## src/rtl/sa_pkg.sv

```systemverilog
// Shared switch-allocator parameters, used by both the input-port and output-port stages.
package sa_pkg;
    localparam int N            = 5;
    localparam int V            = 4;
    localparam int VW           = $clog2(V);
    localparam int CREDIT_DEPTH = 4;
    localparam int CW           = $clog2(CREDIT_DEPTH + 1);
endpackage

```

## src/rtl/sa_rr_arbiter.sv

```systemverilog
// Round-robin arbiter: combinational one-hot grant, pointer moves past the winner only on a grant.
module sa_rr_arbiter
    import sa_pkg::*;
#(
    parameter int NR = sa_pkg::N
) (
    input  logic          clk,
    input  logic          rst,
    input  logic [NR-1:0] req_i,
    output logic [NR-1:0] grant_o
);
    localparam int PW = (NR > 1) ? $clog2(NR) : 1;

    logic [PW-1:0] ptr_q;
    logic [PW-1:0] ptr_d;
    logic [PW-1:0] win;
    logic [PW-1:0] idx;
    logic          found;

    always_comb begin
        grant_o = '0;
        found   = 1'b0;
        win     = '0;
        idx     = '0;
        for (int off = 0; off < NR; off++) begin
            idx = PW'((int'(ptr_q) + off) % NR);
            if (!found && req_i[idx]) begin
                found        = 1'b1;
                grant_o[idx] = 1'b1;
                win          = idx;
            end
        end
        ptr_d = ptr_q;
        if (found) begin
            ptr_d = (win == PW'(NR - 1)) ? '0 : win + PW'(1);
        end
    end

    always_ff @(posedge clk or posedge rst) begin
        if (rst) begin
            ptr_q <= '0;
        end else begin
            ptr_q <= ptr_d;
        end
    end
endmodule

```

## src/rtl/sa_oport.sv

```systemverilog
// Switch-allocator output-port stage: credit tracking, eligibility filter, RR pick, crossbar select register.
// Optional SA_OPORT_CREDIT_BYPASS_EN lets a credit returned this cycle be consumed in the same cycle.
module sa_oport
    import sa_pkg::*;
#(
    parameter int N            = sa_pkg::N,
    parameter int V            = sa_pkg::V,
    parameter int CREDIT_DEPTH = sa_pkg::CREDIT_DEPTH
) (
    input  logic                             clk,
    input  logic                             rstn,
    input  logic [N-1:0]                     req_in,
    input  logic [N*((V>1)?$clog2(V):1)-1:0] req_vc_in,
    input  logic [V-1:0]                     credit_in,
    output logic [N-1:0]                     grant_out,
    output logic [V-1:0]                     credit_avail_out,
    output logic                             xbar_valid_out,
    output logic [N-1:0]                     xbar_sel_out,
    output logic [((V>1)?$clog2(V):1)-1:0]   xbar_vc_out,
    output logic                             err_out
);
    localparam int VW = (V > 1) ? $clog2(V) : 1;
    localparam int CW = $clog2(CREDIT_DEPTH + 1);

    logic [CW-1:0] cnt_q [V];
    logic [CW-1:0] cnt_d [V];
    logic          err_q, err_d;
    logic [V-1:0]  avail;
    logic [V-1:0]  consume;
    logic [N-1:0]  eligible;
    logic [N-1:0]  grant_raw;
    logic [VW-1:0] win_vc;
    logic          xbar_valid_q;
    logic [N-1:0]  xbar_sel_q;
    logic [VW-1:0] xbar_vc_q;

    always_comb begin
        avail = '0;
        for (int v = 0; v < V; v++) begin
`ifdef SA_OPORT_CREDIT_BYPASS_EN
            avail[v] = (cnt_q[v] != '0) | credit_in[v];
`else
            avail[v] = (cnt_q[v] != '0);
`endif
        end
        eligible = '0;
        for (int i = 0; i < N; i++) begin
            eligible[i] = req_in[i] & avail[req_vc_in[i*VW +: VW]];
        end
    end

    sa_rr_arbiter #(.NR(N)) u_arb (
        .clk     (clk),
        .rst     (rstn),
        .req_i   (eligible),
        .grant_o (grant_raw)
    );

    always_comb begin
        win_vc = '0;
        for (int i = 0; i < N; i++) begin
            win_vc = win_vc | (grant_raw[i] ? req_vc_in[i*VW +: VW] : '0);
        end
        consume = '0;
        for (int v = 0; v < V; v++) begin
            consume[v] = (|grant_raw) && (win_vc == VW'(v));
        end
        // Return without consume at full depth saturates and flags an overflow.
        err_d = err_q;
        for (int v = 0; v < V; v++) begin
            cnt_d[v] = cnt_q[v];
            if (credit_in[v] && !consume[v]) begin
                if (cnt_q[v] == CW'(CREDIT_DEPTH)) begin
                    err_d = 1'b1;
                end else begin
                    cnt_d[v] = cnt_q[v] + CW'(1);
                end
            end else if (consume[v] && !credit_in[v]) begin
                cnt_d[v] = cnt_q[v] - CW'(1);
            end
        end
    end

    always_ff @(posedge clk or posedge rstn) begin
        if (rstn) begin
            for (int v = 0; v < V; v++) begin
                cnt_q[v] <= CW'(CREDIT_DEPTH);
            end
            err_q        <= 1'b0;
            xbar_valid_q <= 1'b0;
            xbar_sel_q   <= '0;
            xbar_vc_q    <= '0;
        end else begin
            for (int v = 0; v < V; v++) begin
                cnt_q[v] <= cnt_d[v];
            end
            err_q        <= err_d;
            xbar_valid_q <= |grant_raw;
            xbar_sel_q   <= grant_raw;
            xbar_vc_q    <= (|grant_raw) ? win_vc : '0;
        end
    end

    always_comb begin
        credit_avail_out = '0;
        for (int v = 0; v < V; v++) begin
            credit_avail_out[v] = (cnt_q[v] != '0);
        end
    end

    assign grant_out      = rstn ? '0 : grant_raw;
    assign xbar_valid_out = xbar_valid_q;
    assign xbar_sel_out   = xbar_sel_q;
    assign xbar_vc_out    = xbar_vc_q;
    assign err_out        = err_q;
endmodule

```

## config.mk

```make
export PLATFORM = sky130hd
export DESIGN_NAME = sa_oport
export DESIGN_NICKNAME = d
export VERILOG_FILES = /design/src/rtl/sa_pkg.sv /design/src/rtl/sa_rr_arbiter.sv /design/src/rtl/sa_oport.sv
export SDC_FILE = /design/constraint.sdc
export NUM_CORES = 1
export LEC_CHECK = 0
export ABC_AREA = 0
export BUFFER_PORTS_ARGS = -buffer_cell sky130_fd_sc_hd__buf_2
export CAP_MARGIN = 20
export CORE_MARGIN = 1
export CORE_UTILIZATION = 40
export DETAILED_ROUTE_END_ITERATION = 7
export SLEW_MARGIN = 20
export SYNTH_ARGS = -nofsm -noshare
export SYNTH_HDL_FRONTEND = slang
export SYNTH_SLANG_ARGS = --single-unit
```

## constraint.sdc

```tcl
create_clock -name clk -period 8 [get_ports clk]
set_input_delay 1.6 -clock clk [delete_from_list [all_inputs] [get_ports clk]]
set_output_delay 1.6 -clock clk [all_outputs]
set_load 0.1 [all_outputs]
```

# Word level (Yosys, flattened, before mapping)
# Index checks and enable logic that the tools add are counted.
# Widths: inputs -> output; s select.
[word_totals]
register_bits = 24
latchBits = 0
mem_bits_rw = 0
romBits = 0
in_bits = 21
output_inout_bits = 18
elab_cells = 187
n_memories = 0
[classes]
n_addsub = 13
n_mul = 0
div_mod_pow = 5
magnitude_cmp = 15
n_eq_ne = 12
shift = 0
muxes = 73
n_bitwise = 13
reduce_logical = 47
[ops]
columns = ["operator", "n"]
rows = [
  ["$mod 32x4->32 const B", 4],
  ["$mux 3", 18],
  ["$mod 4x4->32 const B", 1],
  ["$mux 5", 6],
  ["$mux 1", 28],
  ["$logic_and 1x1->1", 21],
  ["$lt 3x4->1 const B", 5],
  ["$or 5x5->5", 4],
  ["$add 3x1->3 const B", 5],
  ["$bmux 1 s3", 5],
  ["$demux 1 s3", 5],
  ["$eq 3x3->1 const B", 5],
  ["$ge 3x1->1 const B", 5],
  ["$lt 2x3->1 const B", 5],
  ["$logic_not 1->1", 12],
  ["$mux 2", 6],
  ["$reduce_bool 3->1", 4],
  ["$sub 3x1->3 const B", 4],
  ["$bmux 1 s2", 5],
  ["$add 3x2->4 const B", 2],
  ["$ne 2x2->1 const B", 4],
  ["$or 2x2->2", 4],
  ["$reduce_and 2->1", 4],
  ["$reduce_bool 2->1", 4],
  ["7 further kinds", 12],
]

# Logic depth before layout (Yosys ltp)
# Gate-level depths: netlist of the first run.
[depth]
ltp_word = 35
mapped_depth = 28
depth_no_buf = 24

# Modules after synthesis
# A second synthesis of the first run with hierarchy kept.
[hier_totals]
hier_cells = 405
hier_area_um2 = 3424.5
[modules_own_cells]
columns = ["module", "n_inst", "cells_each", "area_each_um2", "seq_area_each_um2"]
rows = [
  ["sa_rr_arbiter", 1, 284, 2113.3, 75.1],
  ["sa_oport", 1, 121, 1311.3, 530.5],
]

# Least setup slack after synthesis of the first run
# No wires, ideal clock.
[synth_timing]
kind = "reg-to-output"
from = "register u_arb.ptr_q[0]"
to = "output port grant_out[1]"
t_arrival_ns = 5.556
t_required_ns = 6.400
slack_ns = 0.844
stages_incl_launch_ff = 20
path_buffers = 4
path_cell_list = "dfrtp_1 > buf_2 > inv_1 > clkbuf_1 > ha_1 > buf_2 > inv_1 > ha_1 > inv_1 > ha_1 > and4b_1 > a211oi_2 > a211o_2 > nand2_1 > mux2_2 > a211o_4 > buf_6 > nor4_1 > nor3_1 > nor2_1"
[synth_between]
elab_chain_cells = 17
elab_cells_between_ends = 66
cone_classes = "4 x add/sub; 5 x div; 10 x order compare; 30 x mux; 4 x bitwise; 13 x reduce/logical"
[synth_rtl]
columns = ["element", "line_no", "rtl"]
rows = [
  ["start: declaration", "sa_rr_arbiter.sv:14", "logic [PW-1:0] ptr_q;"],
  ["start signal: assignment", "sa_rr_arbiter.sv:43", "ptr_q <= ptr_d;"],
  ["parallel branches: the longest is 15 deep, another holds $mod 32x4->32", "n/a", ""],
  ["$mux 5 *", "sa_rr_arbiter.sv:27", "if (!found && req_i[idx]) begin"],
  ["$mux 5 *", "sa_oport.sv:111", "assign grant_out = rstn ? '0 : grant_raw;"],
  ["end: declaration", "sa_oport.sv:15", "output logic [N-1:0] grant_out,"],
]
# Mark *: on every way between the ends. The select of a mux whose other input is x is not followed.

# Worst setup path in the final report of the first run
[layout_timing]
from = "register u_arb.ptr_q[2]"
to = "output port grant_out[1]"
# Same word-level chain as after synthesis.

==> reports/metrics.yaml, run 1 <==
critical_path:
  cp_data_arrival_time_ps: 5630
  criticalPathCategory: "flip-flop to output port"
  rr_startpoint: "u_arb.ptr_q[2]$_DFFE_PP0P_"
  start_kind: "flip-flop"
  critPathRequiredTime_ps: 6400
  r2r_cells: 22
  worst_setup_path_end_kind: "output port"
  r2r_end: "cnt_q[8]$_DFFE_PP1P_"
  crit_fanout: 13
  rrSetupSlack_ps: 1360
synth:
  ys_seq_area_frac: 0.167
  synth.distinct_cells: 89
  synthCells: 453
  yosys_most_used_dff: "dfrtp_1"
  synthArstFlopShare: 1.00
  syn_area_per_cell_um2: 7.98
  syn_area_um2: 3620
  ys_seq_elements: 24
  yosys_warnings: 0
  synth_nets: 503
  synth-edff-count: 0
clock_network:
  cts.sinks: 24
  h-tree-depth: 1
  cts_resized: 0
  cts_hold_buf: 0
  postCtsSetupBuffers: 0
  clock_latency_ps: 280
  cts_inserted_buffers: 3
  path_clk_slew_ps: 90
  cts_tree: "yes"
  cts_root_buf: "clkbuf_8"
  clock_path_buffers: 2
timing:
  whs_ps: 532
  setup_viol: 0
  setup_slack_ps: 769
  slew_violations: 0
  rsz0062_at_grt: "false"
  min_period_ps: 7230
  tightest_slew_ps: 807
  finalHoldViolCount: 0
  max_slew_margin: 0.448
  clock_skew_ps: 8.76
  post-route-period-util: 0.904
  fin_setup_tns_ps: 0
  fmax_ghz: 0.138
cells_and_area:
  final_core_util: 0.449
  area_growth_pct: 8.24
  nFillCells: 884
  antenna_cells: 0
  drive_gt1_frac: 0.190
  final_nets: 529
detailed_routing:
  wl_per_cell_um: 16.4
  dr_total_vias: 3542
  ant_nets: 0
  first_pass_iters: 4
  finalWirelength_um: 9630
  viasPerCell: 6.04
  drt_iter0_drc: 276
  drc: 0
die:
  rows: 34
  start_util: 0.415
  design.die.area_um2: 9420
  core_area_um2: 8720
  die_h_um: 97.1
  die_x_um: 97.1
  ios: 39
global_route:
  grt_pass1_wl_um: 16300
  track_usage: 0.206
  grt_overflow: 0
  first_global_vias: 3380
  antenna_found_initial: 0
  grt_start_max_net_pins: 25
flow_run:
  drv_cap: 0
hold_path:
  hp-class: "flip-flop to flip-flop"
  holdPathStages: 2
  hp-start: "err_out$_DFF_PP0_"
  hold-path-endpoint: "err_out$_DFF_PP0_"
place:
  port_buffers: 38
  preCtsSetupSlack_ps: 1110
  gp_congestion: 0.973
  dp_hpwl_um: 7640
outcome:
  status: "completed"
==> state kept, by name (all words and copies together), names as in the netlist <==
register,cells
u_arb.ptr_q,3
xbar_vc_out,2
xbar_sel_out,5
cnt_q,12
xbar_valid_out,1
err_out,1
==> area by class of cell <==
cell class                      count  area (um^2)  area share
Multi-Input combinational cell    367         2730       0.698
Sequential cell                    24          606       0.155
Timing Repair Buffer               40          225      0.0575
Inverter                           43          161      0.0412
Tap cell                          108          135      0.0345
Clock buffer                        4         55.1      0.0141
==> cell usage in the layout (no fill, tap or decap), drive strengths merged, types with 7 or more instances in the layout <==
cell,synthesis,final
a211oi,9,9
a21oi,21,21
and2,9,9
buf,12,40
dfrtp,20,20
ha,24,24
inv,43,43
mux2,9,9
nand2,31,31
nand2b,8,8
nand3,17,17
nor2,37,37
nor3,10,10
nor4,8,8
o2111ai,7,7
o211ai,11,11
o21ai,18,18
o31ai,11,11
or2,11,11
xnor2,8,8
==> how the worst max path moves through the flow <==
stage                               startpoint      endpoint  slack, ps
floorplan           u_arb.ptr_q[0]$_DFFE_PP0P_  grant_out[1]        840
global placement    u_arb.ptr_q[0]$_DFFE_PP0P_  grant_out[1]       1210
detailed placement  u_arb.ptr_q[2]$_DFFE_PP0P_  grant_out[1]       1110
CTS                 u_arb.ptr_q[2]$_DFFE_PP0P_  grant_out[1]        810
global route        u_arb.ptr_q[0]$_DFFE_PP0P_  grant_out[1]        290
finish              u_arb.ptr_q[2]$_DFFE_PP0P_  grant_out[1]        770
==> critical path, stage by stage, from the launching register on <==
cell and delay, ps:
dfrtp_1 750, inv_1 260, ha_1 430, o31a_1 340, xnor2_1 200, ha_1 200, fa_1 250, or4b_1 480
o211a_2 170, or2_1 310, a31oi_1 270, a32o_2 260, o2111ai_2 230, nor4_1 450, nor3_1 200, nor2_1 120
buf_2 430
==> kinds of logic (layout without fill, tap and decap cells) <==
| group | count (synthesis) | count (layout) | synth area share |
|---|---|---|---|
| mux | 15 | 15 | 0.0481 |
| flops | 24 | 24 | 0.167 |
| fa+ha+maj | 29 | 29 | 0.111 |
| buf+inv | 62 | 87 | 0.0772 |
| compound gates | 145 | 145 | 0.306 |
| simple gates | 167 | 167 | 0.257 |
| xor+xnor | 11 | 11 | 0.0339 |
==> synth_stat cells (6+ instances only) <==
cell type  count  area [um^2]
inv_1         40          150
nor2_1        37          139
nand2_1       31          116
ha_1          24          300
a21oi_1       20          100
dfrtp_1       20          500
nand3_1       17         85.1
o21ai_0       15         75.1
o211ai_1      10         75.1
o31ai_1       10         75.1
mux2_2         8         90.1
nor4_1         8         50.1
xnor2_1        8         70.1
a211oi_1       7         52.6
and2_1         7         43.8
buf_2          7         35.0
clkbuf_1       7         26.3
nand2b_1       7         43.8
nor3_1         7         35.0
or2_2          7         43.8
a31oi_1        6         37.5
o22ai_1        6         37.5
==> routing by layer <==
metal / up-vias / wire length (um) / global-route usage
li1: 1764 / - / -
met1: 1670 / 4610 / 0.284
met2: 89 / 4380 / 0.340
met3: 19 / 431 / 0.0295
met4: 0 / 208 / 0.0482
met5: - / 0 / 0
==> through the flow <==
step           instances  cell area, um^2
3_5_place_dp         581             3830
4_1_cts              585             3890
6_report             586             3910
2_1_floorplan        453             3620
5_1_grt              586             3910
3_3_place_gp         581             3830
Power of run 1 is not shown: default switching activity piles up to over one toggle a cycle in this logic, so the estimate is an artifact.
==> run 2, diff against run 1 <==
--- a/config.mk
+++ b/config.mk
@@ -6,11 +6,12 @@
 export NUM_CORES = 1
 export LEC_CHECK = 0
 export ABC_AREA = 0
-export BUFFER_PORTS_ARGS = -buffer_cell sky130_fd_sc_hd__buf_2
+export BUFFER_PORTS_ARGS = -buffer_cell sky130_fd_sc_hd__buf_4
 export CAP_MARGIN = 20
 export CORE_MARGIN = 1
 export CORE_UTILIZATION = 40
 export DETAILED_ROUTE_END_ITERATION = 7
+export SETUP_SLACK_MARGIN = 0.2
 export SLEW_MARGIN = 20
 export SYNTH_ARGS = -nofsm -noshare
 export SYNTH_HDL_FRONTEND = slang
==> reports/metrics.yaml, run 2 (synthesis gave the netlist of run 1 again) <==
clock_network:
  cts_tree: "yes"
  clock_latency_ps: 280
  path_clk_slew_ps: 100
  postCtsSetupBuffers: 0
  cts_root_buf: "clkbuf_8"
  clock_path_buffers: 2
  cts.sinks: 24
  h-tree-depth: 1
  cts_inserted_buffers: 3
place:
  gp_congestion: 0.905
  port_buffers: 38
  dp_hpwl_um: 7900
die:
  die_h_um: 97.1
  design.die.area_um2: 9420
  start_util: 0.415
  rows: 34
  ios: 39
  die_x_um: 97.1
  core_area_um2: 8720
detailed_routing:
  drc: 0
  finalWirelength_um: 9850
  ant_nets: 0
  routed-wl-met3_um: 325
  wl_met1_um: 4730
  top_layer_used: "met4"
  first_pass_iters: 4
  drt_iter0_drc: 240
  viasPerCell: 5.98
  route.met2.wl_um: 4570
  dr_total_vias: 3494
  wl_per_cell_um: 16.9
flow_run:
  drv_cap: 0
timing:
  setup_viol: 0
  min_period_ps: 7120
  post-route-period-util: 0.890
  finalHoldViolCount: 0
  tightest_slew_ps: 895
  slew_violations: 0
  clock_skew_ps: 3.20
  fin_setup_tns_ps: 0
  fmax_ghz: 0.140
  max_slew_margin: 0.400
  rsz0062_at_grt: "false"
critical_path:
  crit_fanout: 13
  r2r_cells: 22
  cp_data_arrival_time_ps: 5520
  worst_setup_path_end_kind: "output port"
  critPathRequiredTime_ps: 6400
  start_kind: "flip-flop"
  rrSetupSlack_ps: 1260
  rr_startpoint: "u_arb.ptr_q[2]$_DFFE_PP0P_"
  criticalPathCategory: "flip-flop to output port"
  crit_start: "u_arb.ptr_q[2]$_DFFE_PP0P_"
  r2r_end: "cnt_q[8]$_DFFE_PP1P_"
hold_path:
  hp-start: "err_out$_DFF_PP0_"
  hp-class: "flip-flop to flip-flop"
  hold-path-endpoint: "err_out$_DFF_PP0_"
  holdPathStages: 2
global_route:
  grt_overflow: 0
  track_usage: 0.210
  first_global_vias: 3363
  antenna_found_initial: 0
  grt_pass1_wl_um: 16400
  grt_start_max_net_pins: 25
cells_and_area:
  largest_reg_flops: 12
  layout_commonest_cell: "inv_1"
  drive_gt1_frac: 0.189
  top_register: "cnt_q"
  final_cell_mix: "inv_1, buf_4, nor2_1, nand2_1, ha_1"
  final_nets: 527
  antenna_cells: 0
  area_growth_pct: 10.4
outcome:
  status: "completed"
==> run 2: changes by cell type in the layout (fill, tap and decap cells not counted), sizes merged <==
cell / delta
buf: -2
bufinv: +1
clkbuf: -1
clkinv: +1
inv: -1
==> run 2: worst max-delay path by stage <==
| stage | to | slack, ps | cells past startpoint |
|---|---|---|---|
| after floorplan | grant_out[1] | 840 | 19 |
| after global placement | grant_out[1] | 1230 | 17 |
| after detailed placement | grant_out[1] | 1040 | 17 |
| after CTS | grant_out[1] | 690 | 17 |
| after global routing | grant_out[1] | 270 | 17 |
| final | grant_out[1] | 880 | 16 |
==> run 2: critical path, cell delays in order (launching register included) <==
cell and delay, ps:
dfrtp_1 780, inv_1 290, ha_1 440, o31a_1 340, xnor2_1 210, ha_1 200
fa_1 250, or4b_1 480, o211a_2 180, or2_1 310, a31oi_1 250, a32o_2 270
o2111ai_2 220, nor4_1 430, nor3_1 180, nor2_1 130, buf_4 300
==> run 2: repair_timing <==
| action | 4_1_cts | 5_1_grt |
|---|---|---|
| hold buffers | 0 | 0 |
| endpoints found under the setup margin | 0 | 4 |
| gates resized for setup | 0 | 1 |
==> run 2: area by class of cell <==
class / instances / area [um^2]
fill: 863 / 4730
multi-input combinational: 367 / 2730
sequential: 24 / 607
timing repair buffer: 38 / 285
inverter: 43 / 161
tap: 108 / 135
clock buffer: 3 / 41.3
clock inverter: 1 / 30.0
==> run 2: metrics by stage <==
stage | std cells | worst slack, ps | cell area [um^2] | hold WS, ps | utilization
2_1_floorplan | 453 | 844 | 3620 | 584 | -
3_3_place_gp | 580 | 1230 | 3920 | 499 | 0.449
3_5_place_dp | 580 | 1040 | 3920 | 509 | 0.449
4_1_cts | 584 | 688 | 3990 | 534 | 0.458
5_1_grt | 584 | 270 | 3990 | 587 | 0.458
6_report | 584 | 878 | 3990 | 534 | 0.458
==> run 2: routing by layer <==
metal,vias up,global-route usage
met1,1667,0.285
met2,66,0.347
met3,17,0.0259
met4,0,0.0677
li1,1744,-
met5,-,0
Power of run 2 is left out for the same reason.
